--- config.mk ---
export PLATFORM = sky130hd
export DESIGN_NAME = rr_encoder_4_2
export DESIGN_NICKNAME = d
export VERILOG_FILES = /design/src/rtl/encoder_pkg.sv /design/src/rtl/rr_encoder_4_2_pick.sv /design/src/rtl/rr_encoder_4_2.sv
export SDC_FILE = /design/constraint.sdc
export NUM_CORES = 1
export LEC_CHECK = 0
export BUFFER_PORTS_ARGS = -buffer_cell sky130_fd_sc_hd__buf_2
export CAP_MARGIN = 20
export CORE_MARGIN = 5
export CORE_UTILIZATION = 25
export CTS_CLUSTER_SIZE = 20
export DETAILED_ROUTE_END_ITERATION = 8
export GPL_TIMING_DRIVEN = 0
export PLACE_DENSITY = 0.42
export SYNTH_ARGS = -nofsm -noshare
export SYNTH_HDL_FRONTEND = slang
export SYNTH_SLANG_ARGS = --single-unit
--- constraint.sdc ---
create_clock -name clk -period 4.4 [get_ports clk]
set_input_delay 0.44 -clock clk [delete_from_list [all_inputs] [get_ports clk]]
set_output_delay 0.44 -clock clk [all_outputs]
set_load 0.005 [all_outputs]
--- src/rtl/encoder_pkg.sv ---
// Shared types and helpers for the request encoder family.
package encoder_pkg;

    typedef enum logic {ENC_EMPTY, ENC_FULL} enc_state_t;

    localparam int unsigned ENC_N_DEFAULT = 4;
    localparam int unsigned ENC_MAX_N     = 32;

    typedef struct packed {
        logic        found;
        logic [31:0] idx;
    } enc_pick_t;

    // First set bit of vec[n-1:0], scanning upward from start and wrapping at n.
    function automatic enc_pick_t first_set_from(
        input logic [ENC_MAX_N-1:0] vec,
        input int unsigned          n,
        input int unsigned          start
    );
        enc_pick_t   r;
        int unsigned j;
        r = '0;
        for (int unsigned k = 0; k < ENC_MAX_N; k++) begin
            if (k < n) begin
                j = (start + k) % n;
                if (!r.found && vec[j[4:0]]) begin
                    r.found = 1'b1;
                    r.idx   = j;
                end
            end
        end
        return r;
    endfunction

endpackage

--- src/rtl/rr_encoder_4_2_pick.sv ---
// Combinational grant selection: round-robin after last_ptr, or highest index.
module rr_pick
    import encoder_pkg::*;
#(
    parameter  int unsigned N  = ENC_N_DEFAULT,
    parameter  int unsigned RR = 1,
    localparam int unsigned W  = $clog2(N)
) (
    input  logic [N-1:0] cand,
    input  logic [W-1:0] last_ptr,
    output logic [W-1:0] g,
    output logic         any
);

    logic [W-1:0] start_ptr;
    logic [W-1:0] hi_idx;
    enc_pick_t    rr_res;

    // Both policies are evaluated; RR chooses which one drives the grant.
    always_comb begin
        start_ptr = last_ptr + W'(1);
        rr_res    = first_set_from(ENC_MAX_N'(cand), N, 32'(start_ptr));
        hi_idx    = '0;
        for (int unsigned i = 0; i < N; i++) begin
            if (cand[i[W-1:0]]) hi_idx = W'(i);
        end
        g   = (RR != 0) ? W'(rr_res.idx) : hi_idx;
        any = (RR != 0) ? rr_res.found   : (|cand);
    end

endmodule

--- src/rtl/rr_encoder_4_2.sv ---
// Sticky-request encoder: latches request bits and presents one index at a
// time on a valid/ready port, round-robin or highest-index-first.
module rr_encoder_4_2
    import encoder_pkg::*;
#(
    parameter  int unsigned N  = ENC_N_DEFAULT,
    parameter  int unsigned RR = 1,
    localparam int unsigned W  = $clog2(N)
) (
    input  logic         clk,
    input  logic         rst_n,
    input  logic [N-1:0] req,
    output logic [W-1:0] y,
    output logic         out_valid,
    input  logic         out_ready,
    output logic [N-1:0] pending,
    output logic         idle
);

    enc_state_t   state, state_nxt;
    logic [W-1:0] last_ptr, last_nxt, y_nxt, g;
    logic [N-1:0] cand, cand_acc, y_mask, pending_nxt;
    logic         accept, load, any;

    // Candidate set; an accepted index drops out unless re-requested this cycle.
    always_comb begin
        cand     = pending | req;
        y_mask   = N'(1) << y;
        accept   = (state == ENC_FULL) && out_ready;
        cand_acc = accept ? (cand & ~(y_mask & ~req)) : cand;
        load     = (state == ENC_EMPTY) || accept;
    end

    rr_pick #(.N(N), .RR(RR)) u_pick (
        .cand     (cand_acc),
        .last_ptr (last_ptr),
        .g        (g),
        .any      (any)
    );

    // Next-state: reload the output slot when empty or accepted, else accumulate.
    always_comb begin
        state_nxt   = state;
        y_nxt       = y;
        last_nxt    = last_ptr;
        pending_nxt = pending | req;
        if (load) begin
            if (any) begin
                state_nxt   = ENC_FULL;
                y_nxt       = g;
                last_nxt    = g;
                pending_nxt = cand_acc & ~(N'(1) << g);
            end else begin
                state_nxt   = ENC_EMPTY;
                pending_nxt = cand_acc;
            end
        end
    end

    // State register; reset drops all pending requests and any unaccepted grant.
    always_ff @(posedge clk or negedge rst_n) begin
        if (!rst_n) begin
            state    <= ENC_EMPTY;
            y        <= '0;
            last_ptr <= W'(N - 1);
            pending  <= '0;
        end else begin
            state    <= state_nxt;
            y        <= y_nxt;
            last_ptr <= last_nxt;
            pending  <= pending_nxt;
        end
    end

    // Status outputs derived from registers only.
    always_comb begin
        out_valid = (state == ENC_FULL);
        idle      = (pending == '0) && (state == ENC_EMPTY);
    end

endmodule

Yosys cells after proc, flatten, opt, wreduce, memory -nomap -nowiden
Index checks and enable logic that the tools add are counted.

word-level totals
  flip-flop bits (word level) = 9
  input port bits = 7
  output and inout port bits = 8
  word-level logic and storage cells = 49

operators by class
  $add $sub $neg = 4
  magnitude comparators = 4
  shift operators = 2
  multiplexer cells = 16
  bitwise logic cells = 8
  reduce and logical (&&, ||, !) cells = 11

operator list
  kind                                                                          count
  33-bit 2-to-1 mux                                                             4
  2-bit by 6-bit less-than comparator with 1-bit output, second input constant  4
  4-bit bitwise AND                                                             3
  4-bit 2-to-1 mux                                                              3
  4-bit inverter                                                                3
  1-bit binary-select mux with 2-bit select                                     4
  1-bit by 2-bit left shift with 4-bit output, first input constant             2
  1-bit logical AND                                                             5
  1-bit 2-to-1 mux                                                              5
  2-bit by 1-bit adder with 2-bit output, second input constant                 2
  2-bit adder, second input constant                                            2
  4-bit logical NOT                                                             1
  4-bit OR                                                                      1
  1-bit logical NOT                                                             3
  2-bit AND reduction                                                           1
  1-bit logical OR                                                              1
  1-bit inverter                                                                1

Depth between registers and ports, before layout
Gate-level depths: netlist of run 1.

  depth after elaboration = 22
  depth in mapped cells = 7
  gate-level depth less buffers = 6

Modules after synthesis
A second synthesis of run 1 with hierarchy kept.

second synthesis, totals
  cell total of the unflattened synthesis = 50
  area total of the unflattened synthesis = 496.7 µm²

modules (own cells, without submodules)
  module          instances  cells an instance  area an instance (µm²)  sequential area each (µm²)
  rr_encoder_4_2  1          36                 405.4                   227.7
  rr_pick         1          14                 91.3                    0.0

Worst setup path before layout of run 1
Ideal clock, no wire load.

  kind = register -> register
  start point = register y[1]
  end point = register pending[3]
  setup time = 0.133 ns
  arrival = 1.578 ns
  data required time = 4.267 ns
  setup slack = 2.689 ns
  stages on the path, launching flop included = 7
  period minus slack after synthesis = 1.711 ns
  cells stage by stage = dfrtp_1 > nand4b_1 > a21oi_1 > o2bb2ai_1 > a221oi_2 > nor2b_1 > o22ai_1

on the way
  longest elaborated chain between the ends = 22
  elaborated cells between the ends (all ways) = 28
  classes of those cells = shift (2); mux (15); bitwise (5); reduce/logical (6)

ends and longest elaborated chain
  element                                        line                  RTL
  start: declaration                             rr_encoder_4_2.sv:13  output logic [W-1:0] y,
  start signal: assignment                       rr_encoder_4_2.sv:69  y <= y_nxt;
  1-bit by 2-bit left shift with 4-bit output *  rr_encoder_4_2.sv:28  y_mask = N'(1) << y;
  4-bit bitwise AND *                            rr_encoder_4_2.sv:30  cand_acc = accept ? (cand & ~(y_mask & ~req)) : cand;
  4-bit inverter *                               rr_encoder_4_2.sv:30
  4-bit bitwise AND *                            rr_encoder_4_2.sv:30
  4-bit 2-to-1 mux *                             rr_encoder_4_2.sv:30
  1-bit binary-select mux with 2-bit select      encoder_pkg.sv:26     if (!r.found && vec[j[4:0]]) begin
  1-bit 2-to-1 mux (implied by the code)         encoder_pkg.sv:26
  33-bit 2-to-1 mux                              encoder_pkg.sv:26
  (+7 left out)                                  --
  1-bit logical AND                              encoder_pkg.sv:26
  33-bit 2-to-1 mux                              encoder_pkg.sv:26
  1-bit by 2-bit left shift with 4-bit output    rr_encoder_4_2.sv:52  pending_nxt = cand_acc & ~(N'(1) << g);
  4-bit inverter                                 rr_encoder_4_2.sv:52
  4-bit bitwise AND                              rr_encoder_4_2.sv:52
  4-bit 2-to-1 mux *                             rr_encoder_4_2.sv:48  if (any) begin
  4-bit 2-to-1 mux *                             rr_encoder_4_2.sv:47  if (load) begin
  net pending_nxt[3]                             rr_encoder_4_2.sv:22  logic [N-1:0] cand, cand_acc, y_mask, pending_nxt;
  end signal: assignment                         rr_encoder_4_2.sv:71  pending <= pending_nxt;
  end: declaration                               rr_encoder_4_2.sv:16  output logic [N-1:0] pending,

Mark *: on every way through the listed nets, which the timed path passes. The rest lies on a longest branch. The select of a mux whose other input is x is not followed.
A chain may end at the register's enable or synchronous reset.

Worst setup path in the final report of run 1
Ends and elaborated chain as after synthesis.

==> out/metrics.csv, run 1 <==
stage;metric;value;unit
grt;grt_pass1_wl;2530;um
pwr;comb_power_share;50.7;%
finish;final_util;32.0;%
sta;finalHoldViolCount;0;
grt;track_usage;10.2;%
sta;maxSlewViolCount;0;
sta;setup_tns;0;ns
finish;final_cell_mix;14 x buf_2, 11 x nor2_1, 7 x dfrtp_1;
pwr;finalPower;0.456;mW
critical_path;startpoint;y[1];
clock_tree;cts_tree;done;
clock_tree;hold_buffers;0;
yosys;async_flop_share;100;%
floorplanning;fp-row-count;17;
finish;multi_input_area;327;um2
yosys;synth_edf_count;0;
outcome;status;finished clean;
sta;setup_viol;0;
floorplanning;io_pins;15;
sta;slew_headroom;69.9;%
floorplanning;dieHeight;57.4;um
grt;first_global_vias;542;
finish;antenna_cells;0;
clock_tree;clkSinkCount;9;
critical_path;reg2reg_depth;6;
critical_path;reg2reg_setup_slack;2.35;ns
yosys;synth-main-ff-cell;dfrtp_1;
detailed_routing;drcViolationCount;0;
yosys;yosys_register_bits;9;
finish;finalNetCount;91;
clock_tree;clkLatencyLatePin;0.26;ns
place;detailed_place_hpwl;1170;um
yosys;synth_cell_types;26;
critical_path;cp_max_fo;6;
detailed_routing;drtIter0Drc;9;
critical_path;worstReg2RegStart;y[1];
yosys;synthTopCellsByArea;dfrtp_1 31%, dfstp_2 9.4%, nor2_1 7.3%;
grt;antenna_found_initial;0;
floorplanning;die_w;57.4;um
clock_tree;cts_inserted_buffers;3;
detailed_routing;wl_per_cell;13.2;um
critical_path;path_class;reg2reg;
yosys;yosysWarningCount;0;
yosys;synth_area_leader_cell;dfrtp_1;
sta;fin_ws;2.35;ns
place;place_congestion;0.738;
finish;final_common_cell;buf_2;
critical_path;crit_end;pending[3];
sta;clock_skew;0.00122;ns
grt;grt.overflow.total;0;
pwr;powerDensity;656;nW/um2
finish;drive_gt1_share;30.1;%
pwr;clock_power_share;14.1;%
clock_tree;cts_resized;0;
finish;synthToLayoutAreaGrowth;23.6;%
pwr;p_leak;0.293;nW
critical_path;critical_path_required;4.53;ns
clock_tree;htreeDepth;1;
clock_tree;post_cts_buffers;0;
floorplanning;dieArea;3300;um2
detailed_routing;drt.antenna.violating_nets;0;
yosys;syn-mean-instance-area;8.64;um2
sta;min_period;2.05;ns
finish;num-fill-cells;258;
yosys;seq_area_frac_synth;40.5;%
pwr;p_sw;0.195;mW
worst_hold_path;hold_path_class;in2async;
pwr;peakVddDrop;0.317;mV
place;io_buffers;14;
pwr;p_int;0.261;mW
detailed_routing;drtPass1Iterations;4;
place;placed_area;667;um2
pwr;power_frac_seq;35.2;%
finish;seq_area;228;um2
floorplanning;core_area;2170;um2
critical_path;critPathLaunchType;flop;
yosys;synth.top_cell.area_share;31.2;%
place;pre_cts_ws;2.33;ns
yosys;synth_area;562;um2
job;maxCapViolations;0;
yosys;syn_inst;65;
finish;design_area;694;um2
yosys;synth_fp_nets;72;
sta;tightest_slew;0.452;ns
detailed_routing;vias_per_cell;4.97;
sta;rsz0062_at_grt;no;
sta;fmax;489;MHz
pwr;sw_frac_of_total;42.8;%
detailed_routing;num_vias;552;
critical_path;cp.arrival;2.18;ns
clock_tree;cts_max_path_buffers;2;
clock_tree;clk_pin_slew_worst_paths;0.06;ns
critical_path;reg2reg_to;pending[3];
floorplanning;start_util;25.9;%
detailed_routing;wirelength;1470;um
sta;fin_crit_sh;46.5;%
grt;grt_max_degree;11;
clock_tree;cts_root_buffer;clkbuf_4;
critical_path;cp-end-kind;flop;
## cell families (layout without fill, tap and decap cells)
| family | Yosys count | count (layout) | share of synthesized area [%] |
|---|---|---|---|
| AOI/OAI and AO/OA | 26 | 26 | 32.5 |
| and+or+nand+nor | 28 | 28 | 25.6 |
| buffers and inverters | 2 | 20 | 1.34 |
| DFF | 9 | 9 | 40.5 |
## worst min path at each step
stage | end | from | cells past startpoint
after floorplan | out_valid | rst_n | 0
after detailed placement | pending[1] | rst_n | 1
final | pending[1] | rst_n | 1
after global placement | pending[1] | rst_n | 1
after global routing | out_valid | rst_n | 1
after CTS | out_valid | rst_n | 1
## cells in the mapped netlist, drive strengths merged (2+ instances only)
cell type  instances
a21o               3
a21oi              7
a221oi             2
dfrtp              7
dfstp              2
nand2              6
nand4b             2
nor2              11
o21a               2
o21ai              6
o22ai              4
## stage by stage
step           hold slack (ns)  instances
3_3_place_gp             0.311        107
4_1_cts                 0.0193        111
2_1_floorplan            0.144         65
3_5_place_dp             0.308        107
5_1_grt                0.00972        111
6_report                0.0153        111
## critical path: stages (launching register included)
cell and delay [ns]:
dfrtp_1 0.43, nand4b_1 0.22, a21oi_1 0.43, o2bb2ai_1 0.15
a221oi_2 0.40, nor2b_1 0.19, o22ai_1 0.09
## power by group through the flow
| stage | sequential, mW | clock, mW | combinational [mW] |
|---|---|---|---|
| after floorplan | 0.154 | 0 | 0.168 |
| after global placement | 0.162 | 0 | 0.234 |
| after detailed placement | 0.161 | 0 | 0.232 |
| after CTS | 0.160 | 0.0683 | 0.233 |
| after global routing | 0.167 | 0.0753 | 0.261 |
| final | 0.160 | 0.0643 | 0.231 |
## sequential cells by signal, indices dropped and copies added, names as in the netlist
name	count
last_ptr	2
out_valid	1
pending	4
y	2
## layer usage
| layer | GRT usage (%) | share of wire (%) | vias to the layer above | wire length (um) |
|---|---|---|---|---|
| met5 | 0 | 0 | - | 0 |
| met1 | 13.0 | 47 | 255 | 689 |
| met3 | 5.88 | 8.0 | 2 | 117 |
| met4 | 3.64 | 0.82 | 0 | 12 |
| li1 | - | - | 280 | - |
| met2 | 14.2 | 44 | 15 | 646 |
## final cells by class
cell class	count	share of cell area [%]
multi-input combinational	54	47.0
sequential	9	32.8
timing repair buffer	14	10.1
tap	28	5.05
clock buffer	3	3.24
clock inverter	1	0.721
buffer	1	0.541
inverter	1	0.541
Power figures use the tool's default switching activity.
==> run 2, diff against run 1 <==
clock period = 1.9 ns   (was 4.4 ns; I/O delays follow)
==> run 2 against run 1 <==
Against the previous run: via count down 0.18%; clock-buffer cell count unchanged; cell area up 7.6%; non-clock buffer count up 2; total power up 150%; global-route usage up 0.092 points.
==> out/metrics.csv, run 2 (synthesis gave the netlist of run 1 again) <==
stage;metric;value;unit
finish;antenna_cells;0;
critical_path;cp.arrival;1.98;ns
place;pre_cts_ws;-0.0996;ns
grt;grt_max_degree;11;
pwr;powerDensity;1490;nW/um2
worst_hold_path;hold_path_class;in2reg;
floorplanning;fp-row-count;17;
place;detailed_place_hpwl;1170;um
critical_path;critPathLaunchType;flop;
sta;finalHoldViolCount;0;
sta;maxSlewViolCount;0;
place;dpl.cell_count;107;
critical_path;cp_max_fo;6;
finish;design_area;747;um2
sta;setup_tns;0;ns
grt;track_usage;10.3;%
floorplanning;dieArea;3300;um2
detailed_routing;drtIter0Drc;6;
floorplanning;start_util;25.9;%
grt;grt_pass1_wl;2550;um
detailed_routing;drtPass1Iterations;4;
finish;final_common_cell;buf_2;
clock_tree;clk_pin_slew_worst_paths;0.06;ns
finish;final_cell_mix;14 x buf_2, 11 x nor2_1, 7 x dfrtp_1;
critical_path;cp-end-kind;flop;
clock_tree;clkSinkCount;9;
detailed_routing;drcViolationCount;0;
sta;fin_ws;0.0634;ns
sta;fmax;544;MHz
finish;regMostFlops;pending;
finish;final_cells;113;
pwr;peakVddDrop;0.745;mV
floorplanning;io_pins;15;
pwr;finalPower;1.12;mW
clock_tree;cts_max_path_buffers;2;
detailed_routing;vias_per_cell;4.88;
clock_tree;cts_inserted_buffers;3;
finish;synthToLayoutAreaGrowth;33.0;%
sta;setup_viol;0;
sta;slew_headroom;72.7;%
clock_tree;htreeDepth;1;
clock_tree;cts_tree;done;
finish;drive_gt1_share;34.1;%
critical_path;path_class;reg2reg;
sta;clock_skew;0.00120;ns
pwr;p_leak;0.312;nW
sta;timing.hold.ws;0.212;ns
detailed_routing;drt.antenna.violating_nets;0;
place;place_congestion;0.738;
detailed_routing;wirelength;1510;um
sta;min_period;1.84;ns
floorplanning;core_area;2170;um2
sta;fin_crit_sh;96.7;%
finish;finalNetCount;93;
job;maxCapViolations;0;
floorplanning;dieHeight;57.4;um
sta;tightest_slew;0.409;ns
finish;top_regs;pending (4), last_ptr (2), y (2);
place;placed_area;667;um2
detailed_routing;num_vias;551;
place;io_buffers;14;
detailed_routing;wl_per_cell;13.4;um
grt;antenna_found_initial;0;
outcome;status;finished clean;
finish;final_util;34.4;%
sta;rsz0062_at_grt;yes;
grt;first_global_vias;549;
critical_path;critical_path_required;2.04;ns
grt;grt.overflow.total;0;
floorplanning;die_w;57.4;um
clock_tree;cts_root_buffer;clkbuf_4;
finish;largest_register_ffs;4;
clock_tree;clkLatencyLatePin;0.26;ns
==> run 2: where the power goes <==
part           leakage [nW]  switching [mW]  internal [mW]
clock network        0.0177          0.0699         0.0778
logic                 0.200           0.287          0.277
registers            0.0938           0.119          0.285
==> run 2: worst max-delay path, cell delays in order (launching register included) <==
cell and delay (ns):
dfrtp_1 0.42, and3b_2 0.28, a21oi_2 0.09, a211o_1 0.29, a221oi_4 0.36, nor2b_1 0.19, o22ai_1 0.09
==> run 2: final timing paths <==
| path | from | endpoint | slack [ns] | depth (start not counted) |
|---|---|---|---|---|
| min in group asynchronous | rst_n | out_valid | 0.30 | 2 |
| setup reg to reg | y[1] | pending[3] | 0.06 | 6 |
| hold / removal | req[2] | pending[2] | 0.21 | 3 |
| setup / recovery | y[1] | pending[3] | 0.06 | 6 |
| max in group asynchronous | rst_n | last_ptr[0] | 1.35 | 2 |
| hold reg to reg | last_ptr[0] | last_ptr[0] | 0.54 | 1 |
==> run 2: final cells by class <==
| type | instances | area, um2 |
|---|---|---|
| fillers | 256 | 1420 |
| multi-input cells | 54 | 358 |
| repair buffers | 17 | 95.1 |
| clock buffers | 3 | 22.5 |
| clock inverters | 1 | 5.00 |
| flip-flops and latches | 9 | 228 |
| well taps | 28 | 35.0 |
| inverters | 1 | 3.75 |
==> run 2: repair_timing <==
action,4_1_cts,5_1_grt
hold buffers,1,0
endpoints found under the hold margin,7,0
gates resized for setup,2,5
pin swaps,2,5
setup buffers,1,1
setup endpoints to repair,6,7
==> run 2: routing by layer <==
| metal | track usage [%] | vias up | wire [um] |
|---|---|---|---|
| met2 | 14.7 | 13 | 667 |
| met3 | 5.43 | 2 | 106 |
| met5 | 0 | - | 0 |
| li1 | - | 280 | - |
| met1 | 13.4 | 256 | 726 |
| met4 | 2.98 | 0 | 12 |
==> run 3, diff against run 2 <==
CTS_BUF_LIST = sky130_fd_sc_hd__clkbuf_8   (was unset)
==> run 3 against run 2 <==
Against the previous run: first-iteration DRC count is 33% higher; wire length up 0.79%; critical path depth unchanged; critical path type unchanged; largest cell class unchanged.
==> out/metrics.csv, run 3 (synthesis gave the netlist of run 1 again) <==
stage;metric;value;unit
outcome;status;finished clean;
sta;timing.hold.ws;0.246;ns
sta;tightest_slew;0.410;ns
detailed_routing;wirelength;1530;um
grt;grt.overflow.total;0;
grt;track_usage;10.2;%
sta;min_period;1.83;ns
detailed_routing;vias_per_cell;4.89;
clock_tree;cts_tree;done;
sta;fin_ws;0.0683;ns
worst_hold_path;whs_path_depth;3;
pwr;p_leak;0.319;nW
clock_tree;cts_inserted_buffers;3;
grt;first_global_vias;549;
place;pre_cts_ws;-0.0996;ns
worst_hold_path;hold_path.startpoint;req[2];
sta;fin_crit_sh;96.4;%
critical_path;worstReg2RegStart;y[1];
finish;largest_register_ffs;4;
finish;drive_gt1_share;34.1;%
pwr;powerDensity;1560;nW/um2
critical_path;reg2reg_to;pending[3];
sta;clock_skew;0.00183;ns
worst_hold_path;hold_path_class;in2reg;
sta;rsz0062_at_grt;yes;
detailed_routing;drtIter0Drc;8;
grt;antenna_found_initial;0;
clock_tree;clkLatencyLatePin;0.23;ns
detailed_routing;drtPass1Iterations;4;
floorplanning;dieArea;3300;um2
critical_path;reg2reg_setup_slack;0.07;ns
job;maxCapViolations;0;
clock_tree;clkSinkCount;9;
grt;grt_pass1_wl;2550;um
pwr;peakVddDrop;0.823;mV
critical_path;reg2reg_depth;6;
detailed_routing;num_vias;553;
finish;num-fill-cells;250;
floorplanning;io_pins;15;
finish;synthToLayoutAreaGrowth;36.3;%
finish;design_area;766;um2
critical_path;cp_max_fo;6;
sta;maxSlewViolCount;0;
sta;slew_headroom;72.6;%
floorplanning;core_area;2170;um2
place;placed_area;667;um2
place;io_buffers;14;
finish;regMostFlops;pending;
place;place_congestion;0.738;
detailed_routing;wl_per_cell;13.5;um
worst_hold_path;holdPathEnd;pending[2];
clock_tree;cts_root_buffer;clkbuf_8;
finish;finalNetCount;93;
finish;final_common_cell;buf_2;
critical_path;cp.arrival;1.94;ns
sta;fmax;546;MHz
finish;final_cell_mix;14 x buf_2, 11 x nor2_1, 7 x dfrtp_1;
finish;top_regs;pending (4), last_ptr (2), y (2);
sta;finalHoldViolCount;0;
finish;antenna_cells;0;
detailed_routing;drt.antenna.violating_nets;0;
critical_path;path_class;reg2reg;
floorplanning;fp-row-count;17;
floorplanning;start_util;25.9;%
clock_tree;cts_max_path_buffers;2;
critical_path;critPathLaunchType;flop;
critical_path;critical_path_required;2.01;ns
place;detailed_place_hpwl;1170;um
floorplanning;die_w;57.4;um
clock_tree;htreeDepth;1;
critical_path;cp-end-kind;flop;
sta;setup_viol;0;
grt;grt_max_degree;11;
floorplanning;dieHeight;57.4;um
detailed_routing;drcViolationCount;0;
clock_tree;clk_pin_slew_worst_paths;0.05;ns
run 3: metrics by stage:
step	util, %	power [mW]	setup TNS [ns]	std cells
2_1_floorplan	-	0.745	0	65
3_3_place_gp	30.7	0.917	-0.177	107
3_5_place_dp	30.7	0.910	-0.189	107
4_1_cts	34.2	1.18	0	112
5_1_grt	35.3	1.30	-0.0202	113
6_report	35.3	1.19	0	113
run 3: worst max-delay path, cell delays in order (launching register included):
cell and delay (ns):
dfrtp_1 0.42, and3b_2 0.28, a21oi_2 0.09, a211o_1 0.29, a221oi_4 0.36, nor2b_1 0.18
o22ai_1 0.09
run 3: report_power, final:
group	internal [mW]	total (mW)	switching (mW)
clock	0.143	0.221	0.0778
combinational	0.277	0.566	0.289
sequential	0.286	0.404	0.119
run 3: metal layers:
layer / global-route usage, % / vias to the layer above / share of wire (%)
met5: 0 / - / 0
met4: 2.98 / 0 / 0.85
met3: 4.75 / 2 / 6.8
met2: 14.7 / 13 / 44
met1: 13.4 / 258 / 48
li1: - / 280 / -
run 3: timing repair:
item                                    4_1_cts  5_1_grt
buffers inserted                              1        1
hold buffers                                  1        0
hold endpoints to repair                      7        0
pin swaps                                     2        5
endpoints found under the setup margin        5        7
resized for setup                             2        5
run 3: layout make-up:
cell class	instances	area [um2]	area share (%)
flip-flops and latches	9	228	29.7
repair buffers	17	95.1	12.4
multi-input cells	54	358	46.7
clock inverters	1	5.00	0.654
inverters	1	3.75	0.490
clock buffers	3	41.3	5.39
well taps	28	35.0	4.58
run 3: worst max-delay path by stage:
| stage | slack, ns | from | to | cells past startpoint |
|---|---|---|---|---|
| final | 0.07 | y[1] | pending[3] | 6 |
| after global routing | -0.01 | y[1] | y[0] | 6 |
| after CTS | 0.03 | y[1] | pending[3] | 6 |
| after detailed placement | -0.1 | y[1] | pending[3] | 6 |
| after global placement | -0.08 | y[1] | pending[3] | 6 |
| after floorplan | 0.19 | y[1] | pending[3] | 6 |
